[src/rtl/pwm_multi_ch.sv]
// -----------------------------------------------------------------------------
// pwm_multi_ch -- parametrised N-channel PWM generator
//
// Each channel runs its own counter against a double-buffered period/duty
// pair. New values are written into a shadow copy by LOAD and only move
// into the active copy at a period boundary (or immediately while the
// channel is disabled), so a running waveform never glitches.
//
// Parameters
//   CH_NUM  number of channels (1..32)
//   CNT_W   counter / period / duty width (2..32)
//
// Ports (channel i uses bit i, or slice [i*CNT_W +: CNT_W])
//   CLK         system clock
//   RST         synchronous active-high reset
//   CH_EN       per-channel enable (level)
//   LOAD        per-channel strobe: capture PERIOD/DUTY slice into shadow
//   PERIOD      per-channel period in cycles (0 behaves as 1)
//   DUTY        per-channel high time in cycles
//   CA_MODE     per-channel center-aligned select
//   PWM_OUT     registered PWM outputs
//   PERIOD_END  registered one-cycle pulse at each period boundary
//   PEND        shadow loaded but not yet active
//
// Build option
//   PWM_CENTER_ALIGN_EN  when defined, channels with CA_MODE=1 count
//                        0..P-1..1 (period 2*(P-1)); otherwise CA_MODE is
//                        ignored and no up/down logic exists.
// -----------------------------------------------------------------------------
module pwm_multi_ch #(
    parameter int CH_NUM = 4,
    parameter int CNT_W  = 28
) (
    input  logic                    CLK,
    input  logic                    RST,
    input  logic [CH_NUM-1:0]       CH_EN,
    input  logic [CH_NUM-1:0]       LOAD,
    input  logic [CH_NUM*CNT_W-1:0] PERIOD,
    input  logic [CH_NUM*CNT_W-1:0] DUTY,
    input  logic [CH_NUM-1:0]       CA_MODE,
    output logic [CH_NUM-1:0]       PWM_OUT,
    output logic [CH_NUM-1:0]       PERIOD_END,
    output logic [CH_NUM-1:0]       PEND
);

`ifndef PWM_CENTER_ALIGN_EN
    // Center-aligned mode is not built; the select input has no function.
    logic ca_mode_unused;
    assign ca_mode_unused = ^CA_MODE;
`endif

    genvar gi;
    generate
        for (gi = 0; gi < CH_NUM; gi++) begin : g_ch
            logic [CNT_W-1:0] cnt_reg;
            logic [CNT_W-1:0] act_period_reg;
            logic [CNT_W-1:0] act_duty_reg;
            logic [CNT_W-1:0] sh_period_reg;
            logic [CNT_W-1:0] sh_duty_reg;
            logic             pend_reg;
            logic             pwm_reg;
            logic             period_end_reg;
            logic [CNT_W-1:0] last_cnt;
            logic             boundary;

            // Highest count value of the period: P-1 with P = max(period, 1).
            assign last_cnt = (act_period_reg == '0) ? '0
                                                     : act_period_reg - CNT_W'(1);

`ifdef PWM_CENTER_ALIGN_EN
            logic ca_reg;     // mode latched at boundary / while idle
            logic dir_reg;    // 0 = counting up, 1 = counting down
            logic ca_active;

            // A one-cycle period cannot turn around, so it runs edge-aligned.
            assign ca_active = ca_reg && (last_cnt != '0);
            // Center-aligned boundary is the step from 1 down to 0.
            assign boundary  = ca_active ? (dir_reg && (cnt_reg == CNT_W'(1)))
                                         : (cnt_reg == last_cnt);
`else
            assign boundary  = (cnt_reg == last_cnt);
`endif

            always_ff @(posedge CLK) begin
                if (RST) begin
                    cnt_reg        <= '0;
                    act_period_reg <= '0;
                    act_duty_reg   <= '0;
                    sh_period_reg  <= '0;
                    sh_duty_reg    <= '0;
                    pend_reg       <= 1'b0;
                    pwm_reg        <= 1'b0;
                    period_end_reg <= 1'b0;
`ifdef PWM_CENTER_ALIGN_EN
                    ca_reg         <= 1'b0;
                    dir_reg        <= 1'b0;
`endif
                end else begin
                    if (!CH_EN[gi]) begin
                        // Idle: hold counter at 0 and apply pending values at once.
                        cnt_reg        <= '0;
                        pwm_reg        <= 1'b0;
                        period_end_reg <= 1'b0;
                        if (pend_reg) begin
                            act_period_reg <= sh_period_reg;
                            act_duty_reg   <= sh_duty_reg;
                        end
                        pend_reg       <= 1'b0;
`ifdef PWM_CENTER_ALIGN_EN
                        dir_reg        <= 1'b0;
                        ca_reg         <= CA_MODE[gi];
`endif
                    end else begin
                        pwm_reg        <= (cnt_reg < act_duty_reg);
                        period_end_reg <= boundary;
                        if (boundary) begin
                            cnt_reg  <= '0;
                            if (pend_reg) begin
                                act_period_reg <= sh_period_reg;
                                act_duty_reg   <= sh_duty_reg;
                            end
                            pend_reg <= 1'b0;
`ifdef PWM_CENTER_ALIGN_EN
                            dir_reg  <= 1'b0;
                            ca_reg   <= CA_MODE[gi];
`endif
                        end else begin
`ifdef PWM_CENTER_ALIGN_EN
                            if (ca_active && dir_reg) begin
                                cnt_reg <= cnt_reg - CNT_W'(1);
                            end else begin
                                cnt_reg <= cnt_reg + CNT_W'(1);
                                // Reaching the top flips direction so the top
                                // value is visited exactly once.
                                if (ca_active && ((cnt_reg + CNT_W'(1)) == last_cnt))
                                    dir_reg <= 1'b1;
                            end
`else
                            cnt_reg <= cnt_reg + CNT_W'(1);
`endif
                        end
                    end

                    // A load in the same cycle as a transfer lands in the shadow
                    // and stays pending for the next boundary.
                    if (LOAD[gi]) begin
                        sh_period_reg <= PERIOD[gi*CNT_W +: CNT_W];
                        sh_duty_reg   <= DUTY[gi*CNT_W +: CNT_W];
                        pend_reg      <= 1'b1;
                    end
                end
            end

            assign PWM_OUT[gi]    = pwm_reg;
            assign PERIOD_END[gi] = period_end_reg;
            assign PEND[gi]       = pend_reg;
        end
    endgenerate

endmodule

[config.mk]
export PLATFORM = sky130hd
export DESIGN_NAME = pwm_multi_ch
export DESIGN_NICKNAME = d
export VERILOG_FILES = /design/src/rtl/pwm_multi_ch.sv
export SDC_FILE = /design/constraint.sdc
export NUM_CORES = 1
export LEC_CHECK = 0
export CORE_MARGIN = 2
export CORE_UTILIZATION = 30
export DETAILED_ROUTE_END_ITERATION = 7
export HOLD_SLACK_MARGIN = 0.02
export PLACE_DENSITY_LB_ADDON = 0.1
export SYNTH_ARGS = -nofsm -noshare
export SYNTH_HDL_FRONTEND = slang
export SYNTH_SLANG_ARGS = --single-unit
[constraint.sdc]
create_clock -name CLK -period 6.1 [get_ports CLK]
set_clock_uncertainty 0.15 [all_clocks]
set_input_delay 1.525 -clock CLK [delete_from_list [all_inputs] [get_ports CLK]]
set_output_delay 1.525 -clock CLK [all_outputs]
set_load 0.02 [all_outputs]
==> results of run 1 <==
## synthesized netlist by cell type, types with 7 or more instances
master / count / area [um^2]
dfxtp_1: 572 / 11500
ha_1: 116 / 1450
nand3_1: 76 / 380
nor4_1: 54 / 338
nand4_1: 68 / 425
nor3b_1: 10 / 75.1
and3_1: 28 / 175
xnor2_1: 113 / 990
nand2_1: 84 / 315
o2111ai_1: 11 / 96.3
buf_2: 12 / 60.1
clkbuf_1: 170 / 638
o22ai_1: 9 / 56.3
o211ai_1: 17 / 128
nor2_1: 429 / 1610
buf_4: 14 / 105
xor2_1: 84 / 736
a32oi_1: 7 / 61.3
nand3b_1: 9 / 67.6
or2_2: 8 / 50.1
buf_6: 10 / 113
mux2i_1: 459 / 4590
a21o_1: 49 / 368
or4_1: 38 / 285
and2_1: 11 / 68.8
o21ai_0: 49 / 245
buf_1: 24 / 90.1
a21oi_1: 59 / 295
nand2b_1: 477 / 2980
nor3_1: 99 / 495
o31ai_1: 15 / 113
nor2b_1: 27 / 169
nor4b_1: 8 / 70.1
a211oi_1: 15 / 113
o32ai_1: 7 / 61.3
inv_1: 148 / 556
or3_1: 31 / 194
## power breakdown
group	switching (mW)	internal [mW]	leakage, nW	total [mW]
combinational	0.739	0.655	8.30	1.39
sequential	0.0916	3.86	4.66	3.95
clock	1.73	2.51	1.14	4.25
total	2.56	7.03	14.1	9.59
## cell families (layout without fill, tap and decap cells)
logic type | Yosys count | after routing
xor+xnor | 200 | 200
buf+inv | 382 | 552
mux | 463 | 463
fa+ha+maj | 116 | 116
simple gates | 1489 | 1489
compound gates | 329 | 329
other cells | 0 | 1
flops | 572 | 572
## routing by layer
layer / part of all wire (%) / up-vias
li1: - / 12513
met1: 50 / 11212
met2: 42 / 452
met3: 5.2 / 126
met4: 2.0 / 14
met5: 0.097 / -
## stage by stage
stage	setup WS (ns)	hold slack, ns	instances	util (%)
after CTS	0.941	0.323	5101	35.9
final	0.951	0.316	5102	35.9
after detailed placement	0.953	0.311	4974	33.6
after global routing	0.682	0.339	5101	35.9
after floorplan	1.71	0.299	3551	-
after global placement	1.03	0.310	4974	33.6
## worst min-delay path, cell delays in order, from the launching register on
cell and delay (ns):
dfxtp_1 0.31, nand2b_1 0.06, mux2i_1 0.06
## cell type report
type / instances / share of cell area, %
Clock inverter: 20 / 0.708
Timing Repair Buffer: 277 / 7.44
Antenna cell: 1 / 0.00674
Sequential cell: 572 / 30.9
Clock buffer: 107 / 5.56
Inverter: 148 / 1.50
Multi-Input combinational cell: 2597 / 49.3
Tap cell: 1380 / 4.65
## path summary, 6_finish.rpt
check                                           end  cells after the start
max            g_ch[0].act_duty_reg[7]$_SDFFE_PP0P_                     13
min          g_ch[3].act_period_reg[3]$_SDFFE_PP0P_                      2
max reg2reg    g_ch[0].act_duty_reg[7]$_SDFFE_PP0P_                     13
min reg2reg  g_ch[3].act_period_reg[3]$_SDFFE_PP0P_                      2
==> impl_metrics.env, run 1 <==
export IMPL_status="complete, no violations"
export IMPL_tightest_slew_ns=1.08
export IMPL_cts_root_buf="clkbuf_16"
export IMPL_antenna_found_initial=10
export IMPL_antenna_left=0
export IMPL_clk_latency_ns=0.63
export IMPL_htree_num_levels=3
export IMPL_num_fill_cells=10654
export IMPL_power_density_nw_per_um2=259
export IMPL_max_stage_delay_ns=0.89
export IMPL_final_nets=4021
export IMPL_finalPower_mw=9.59
export IMPL_synthAdderAreaFrac_pct=4.63
export IMPL_dr_first_iter_drc_count=1412
export IMPL_critPathSlowestCell="nor3b_1"
export IMPL_coreArea_um2=103000
export IMPL_cts_tree="done"
export IMPL_die_h_um=327
export IMPL_synth_distinct_cells=84
export IMPL_wire_per_inst_um=16.8
export IMPL_seq_area_frac_synth_pct=36.5
export IMPL_route_detailed_drc=0
export IMPL_layout_commonest_cell="dfxtp_1"
export IMPL_grt_pass1_vias=23455
export IMPL_cp_data_arrival_time_ns=5.54
export IMPL_critPathBufInv=3
export IMPL_syn_inst=3551
export IMPL_die_area_um2=107000
export IMPL_placementRows=118
export IMPL_multi_input_area_um2=18300
export IMPL_io_buffers=245
export IMPL_crit_path_end_kind="flop"
export IMPL_rsz0062_at_grt="no"
export IMPL_cp_cell_sequence="inv_1, ha_1, nor3b_1, nand4_1, buf_4, or3_4, or4_1, o21a_1, a2111o_1, or4b_4, o31ai_4, buf_12, mux2i_1"
export IMPL_ys_flop_type="dfxtp_1"
export IMPL_setup_viol_count_final=0
export IMPL_cp_start_kind="flop"
export IMPL_drv_cap=0
export IMPL_synth_nets=3905
export IMPL_crit_type="reg -> reg"
export IMPL_met1_usage_pct=22.5
export IMPL_die_x_um=327
export IMPL_clock_sinks=572
export IMPL_place_congestion=0.874
export IMPL_drive_gt1_share_pct=4.76
export IMPL_crit_fanout=56
export IMPL_leakage_nw=14.1
export IMPL_gr_usage_met2_pct=23.9
export IMPL_vias_per_cell=4.77
export IMPL_crit_start="g_ch[0].act_period_reg[0]$_SDFFE_PP0P_"
export IMPL_grt_ovfl_total=0
export IMPL_synth_async_reset_ratio_pct=0
export IMPL_syn_cell_area_um2=31300
export IMPL_start_util_pct=30.3
export IMPL_period_share_pct=84.4
export IMPL_final_cell_mix="dfxtp_1, nand2b_1, mux2i_1"
export IMPL_synthToLayoutAreaGrowth_pct=18.5
export IMPL_min_path_type="reg -> reg"
export IMPL_synth_seq_cells=572
export IMPL_tns_ns=0
export IMPL_wl_um=85800
export IMPL_clk_path_buf_depth=3
export IMPL_design_area_um2=37100
export IMPL_regArea_um2=11500
export IMPL_min_from="g_ch[3].sh_period_reg[3]$_SDFFE_PP0P_"
export IMPL_grt_usage_pct=15.8
export IMPL_synth_top_family_by_area="simple AND/OR/NAND/NOR gates"
export IMPL_drt_pass1_iter_count=5
export IMPL_cts_buffers=71
export IMPL_ios=250
export IMPL_synthXorXnorAreaFrac_pct=5.73
export IMPL_post_route_min_period_ns=5.15
export IMPL_cts_clk_slew_worst_paths_ns=0.06
export IMPL_dpl_cell_area_um2=34800
export IMPL_synth_mux_area_share_pct=14.8
export IMPL_reg2reg_slack_ns=0.95
export IMPL_vias=24317
export IMPL_hpwl_um=60600
export IMPL_required_ns=6.49
export IMPL_busiest_layer="met2"
export IMPL_r2r_start="g_ch[0].act_period_reg[0]$_SDFFE_PP0P_"
export IMPL_ctsHoldBuffers=0
export IMPL_path_delay_family="simple AND/OR/NAND/NOR gates"
export IMPL_fmax_mhz=194
export IMPL_synthSimpleGateAreaFrac_pct=25.6
export IMPL_synth_compound_area_share_pct=7.46
export IMPL_synth_edf_count=0
export IMPL_drv_slew=0
export IMPL_finalHoldViolCount=0
export IMPL_ys_warn_count=0
export IMPL_cts_resized=0
export IMPL_avgSynthCellArea_um2=8.82
export IMPL_grt_max_degree=192
export IMPL_ir_drop_v=0.000182
export IMPL_slew_headroom_pct=28.1
export IMPL_grt_pass1_wl_um=136000
export IMPL_use_met3_pct=3.31
export IMPL_post_cts_buffers=0
(Power assumes the default switching activity.)
==> inputs of run 2 (changes only) <==
==> constraint.sdc (replaced) <==
create_clock -name CLK -period 4.89 [get_ports CLK]
set_clock_uncertainty 0.15 [all_clocks]
set_input_delay 1.2225 -clock CLK [delete_from_list [all_inputs] [get_ports CLK]]
set_output_delay 1.2225 -clock CLK [all_outputs]
set_load 0.02 [all_outputs]
==> impl_metrics.env, run 2 (synthesized netlist as in run 1, its figures left out) <==
export IMPL_min_path_type="reg -> reg"
export IMPL_ir_drop_v=0.000214
export IMPL_leakage_nw=14.3
export IMPL_dp_cells=5004
export IMPL_wire_per_inst_um=16.9
export IMPL_post_cts_buffers=0
export IMPL_crit_type="reg -> reg"
export IMPL_cp_start_kind="flop"
export IMPL_cts_resized=0
export IMPL_grt_max_degree=204
export IMPL_tightest_slew_ns=1.04
export IMPL_ctsHoldBuffers=0
export IMPL_status="complete, no violations"
export IMPL_die_area_um2=107000
export IMPL_final_nets=4052
export IMPL_dr_first_iter_drc_count=1355
export IMPL_setup_viol_count_final=0
export IMPL_finalPower_mw=12.1
export IMPL_clk_path_buf_depth=3
export IMPL_min_to="g_ch[0].act_duty_reg[11]$_SDFFE_PP0P_"
export IMPL_post_route_min_period_ns=4.52
export IMPL_die_x_um=327
export IMPL_period_share_pct=92.5
export IMPL_placementRows=118
export IMPL_route_detailed_drc=0
export IMPL_hpwl_um=62200
export IMPL_drt_pass1_iter_count=6
export IMPL_slew_headroom_pct=30.5
export IMPL_hold_ws_ns=0.316
export IMPL_synthToLayoutAreaGrowth_pct=19.7
export IMPL_crit_start="g_ch[0].act_period_reg[0]$_SDFFE_PP0P_"
export IMPL_cts_tree="done"
export IMPL_vias_per_cell=4.78
export IMPL_rr_worst_depth=13
export IMPL_crit_path_end_kind="flop"
export IMPL_ios=250
export IMPL_io_buffers=245
export IMPL_htree_num_levels=3
export IMPL_cts_clk_slew_worst_paths_ns=0.06
export IMPL_power_density_nw_per_um2=324
export IMPL_fmax_mhz=221
export IMPL_coreArea_um2=103000
export IMPL_reg2reg_slack_ns=0.37
export IMPL_final_cell_mix="dfxtp_1, nand2b_1, mux2i_1"
export IMPL_wl_um=86900
export IMPL_timing_rr_end="g_ch[0].act_duty_reg[19]$_SDFFE_PP0P_"
export IMPL_crit_fanout=45
export IMPL_layout_commonest_cell="dfxtp_1"
export IMPL_n_antenna_cell=0
export IMPL_die_h_um=327
export IMPL_grt_pass1_vias=23839
export IMPL_grt_ovfl_total=0
export IMPL_clock_sinks=572
export IMPL_num_fill_cells=10704
export IMPL_clk_latency_ns=0.64
export IMPL_required_ns=5.30
export IMPL_fin_util_pct=36.2
export IMPL_r2r_start="g_ch[0].act_period_reg[0]$_SDFFE_PP0P_"
export IMPL_holdPathStages=2
export IMPL_finalHoldViolCount=0
export IMPL_grt_pass1_wl_um=137000
export IMPL_start_util_pct=30.3
export IMPL_antenna_found_initial=11
export IMPL_tns_ns=0
export IMPL_place_congestion=0.862
export IMPL_drv_slew=0
export IMPL_antenna_left=0
export IMPL_rsz0062_at_grt="no"
export IMPL_fin_cells=5134
export IMPL_cts_buffers=72
export IMPL_grt_usage_pct=16.0
export IMPL_min_from="g_ch[0].sh_duty_reg[11]$_SDFFE_PP0P_"
export IMPL_vias=24536
export IMPL_drive_gt1_share_pct=5.65
export IMPL_drv_cap=0
export IMPL_cp_data_arrival_time_ns=4.93
export IMPL_cts_root_buf="clkbuf_16"
-- run 2: cell types whose count changed in the layout (fill, tap and decap cells not counted), moves of 2 or more --
cell / delta
buf_12: +7
buf_4: +23
clkbuf_16: +4
clkinv_2: +2
clkinv_8: -4
-- run 2: area by class of cell --
type | instances | area, um^2 | area share (%)
Tap cell | 1380 | 1730 | 4.60
Sequential cell | 572 | 11500 | 30.5
Timing Repair Buffer | 307 | 3080 | 8.20
Multi-Input combinational cell | 2597 | 18300 | 48.8
Clock buffer | 111 | 2170 | 5.79
Clock inverter | 19 | 215 | 0.574
Inverter | 148 | 556 | 1.48
-- run 2: critical path: stages, from the launching register on --
cell	delay [ns]
dfxtp_1	0.38
inv_1	0.09
ha_1	0.22
or3b_2	0.57
nor4_1	0.26
xor2_1	0.16
a2111oi_1	0.57
buf_4	0.20
a21oi_1	0.07
a2111o_1	0.29
or4b_4	0.57
o31ai_4	0.29
buf_12	0.37
mux2i_1	0.25
-- run 2: worst max-delay path by stage --
stage                                              end  slack [ns]  depth (start not counted)
2_1_floorplan     g_ch[0].act_duty_reg[0]$_SDFFE_PP0P_        0.50                         13
3_3_place_gp   g_ch[0].act_period_reg[15]$_SDFFE_PP0P_        0.32                         13
6_report         g_ch[0].act_duty_reg[19]$_SDFFE_PP0P_        0.37                         13
3_5_place_dp    g_ch[0].act_period_reg[4]$_SDFFE_PP0P_        0.25                         13
5_1_grt         g_ch[0].act_period_reg[1]$_SDFFE_PP0P_         0.1                         13
4_1_cts          g_ch[0].act_duty_reg[19]$_SDFFE_PP0P_        0.21                         13
-- run 2: stage by stage --
stage	instance area (um^2)	setup slack, ns
2_1_floorplan	31300	0.499
6_report	37500	0.368
3_3_place_gp	35100	0.315
3_5_place_dp	35100	0.251
4_1_cts	37500	0.214
5_1_grt	37500	0.0957
-- run 2: power by group --
| part | leakage [nW] | total (mW) | internal, mW | switching [mW] |
|---|---|---|---|---|
| logic | 8.48 | 1.79 | 0.851 | 0.938 |
| clock network | 1.17 | 5.41 | 3.27 | 2.15 |
| registers | 4.66 | 4.93 | 4.82 | 0.113 |
| total | 14.3 | 12.1 | 8.93 | 3.20 |
-- run 2: routing by layer --
metal | share of wire, % | global-route usage (%) | routed length (um) | up-vias
met5 | 0.13 | 0 | 113 | -
met4 | 2.2 | 4.68 | 1900 | 16
met3 | 5.5 | 3.43 | 4800 | 124
met2 | 42 | 24.3 | 36900 | 470
met1 | 50 | 22.6 | 43200 | 11388
li1 | - | - | - | 12538
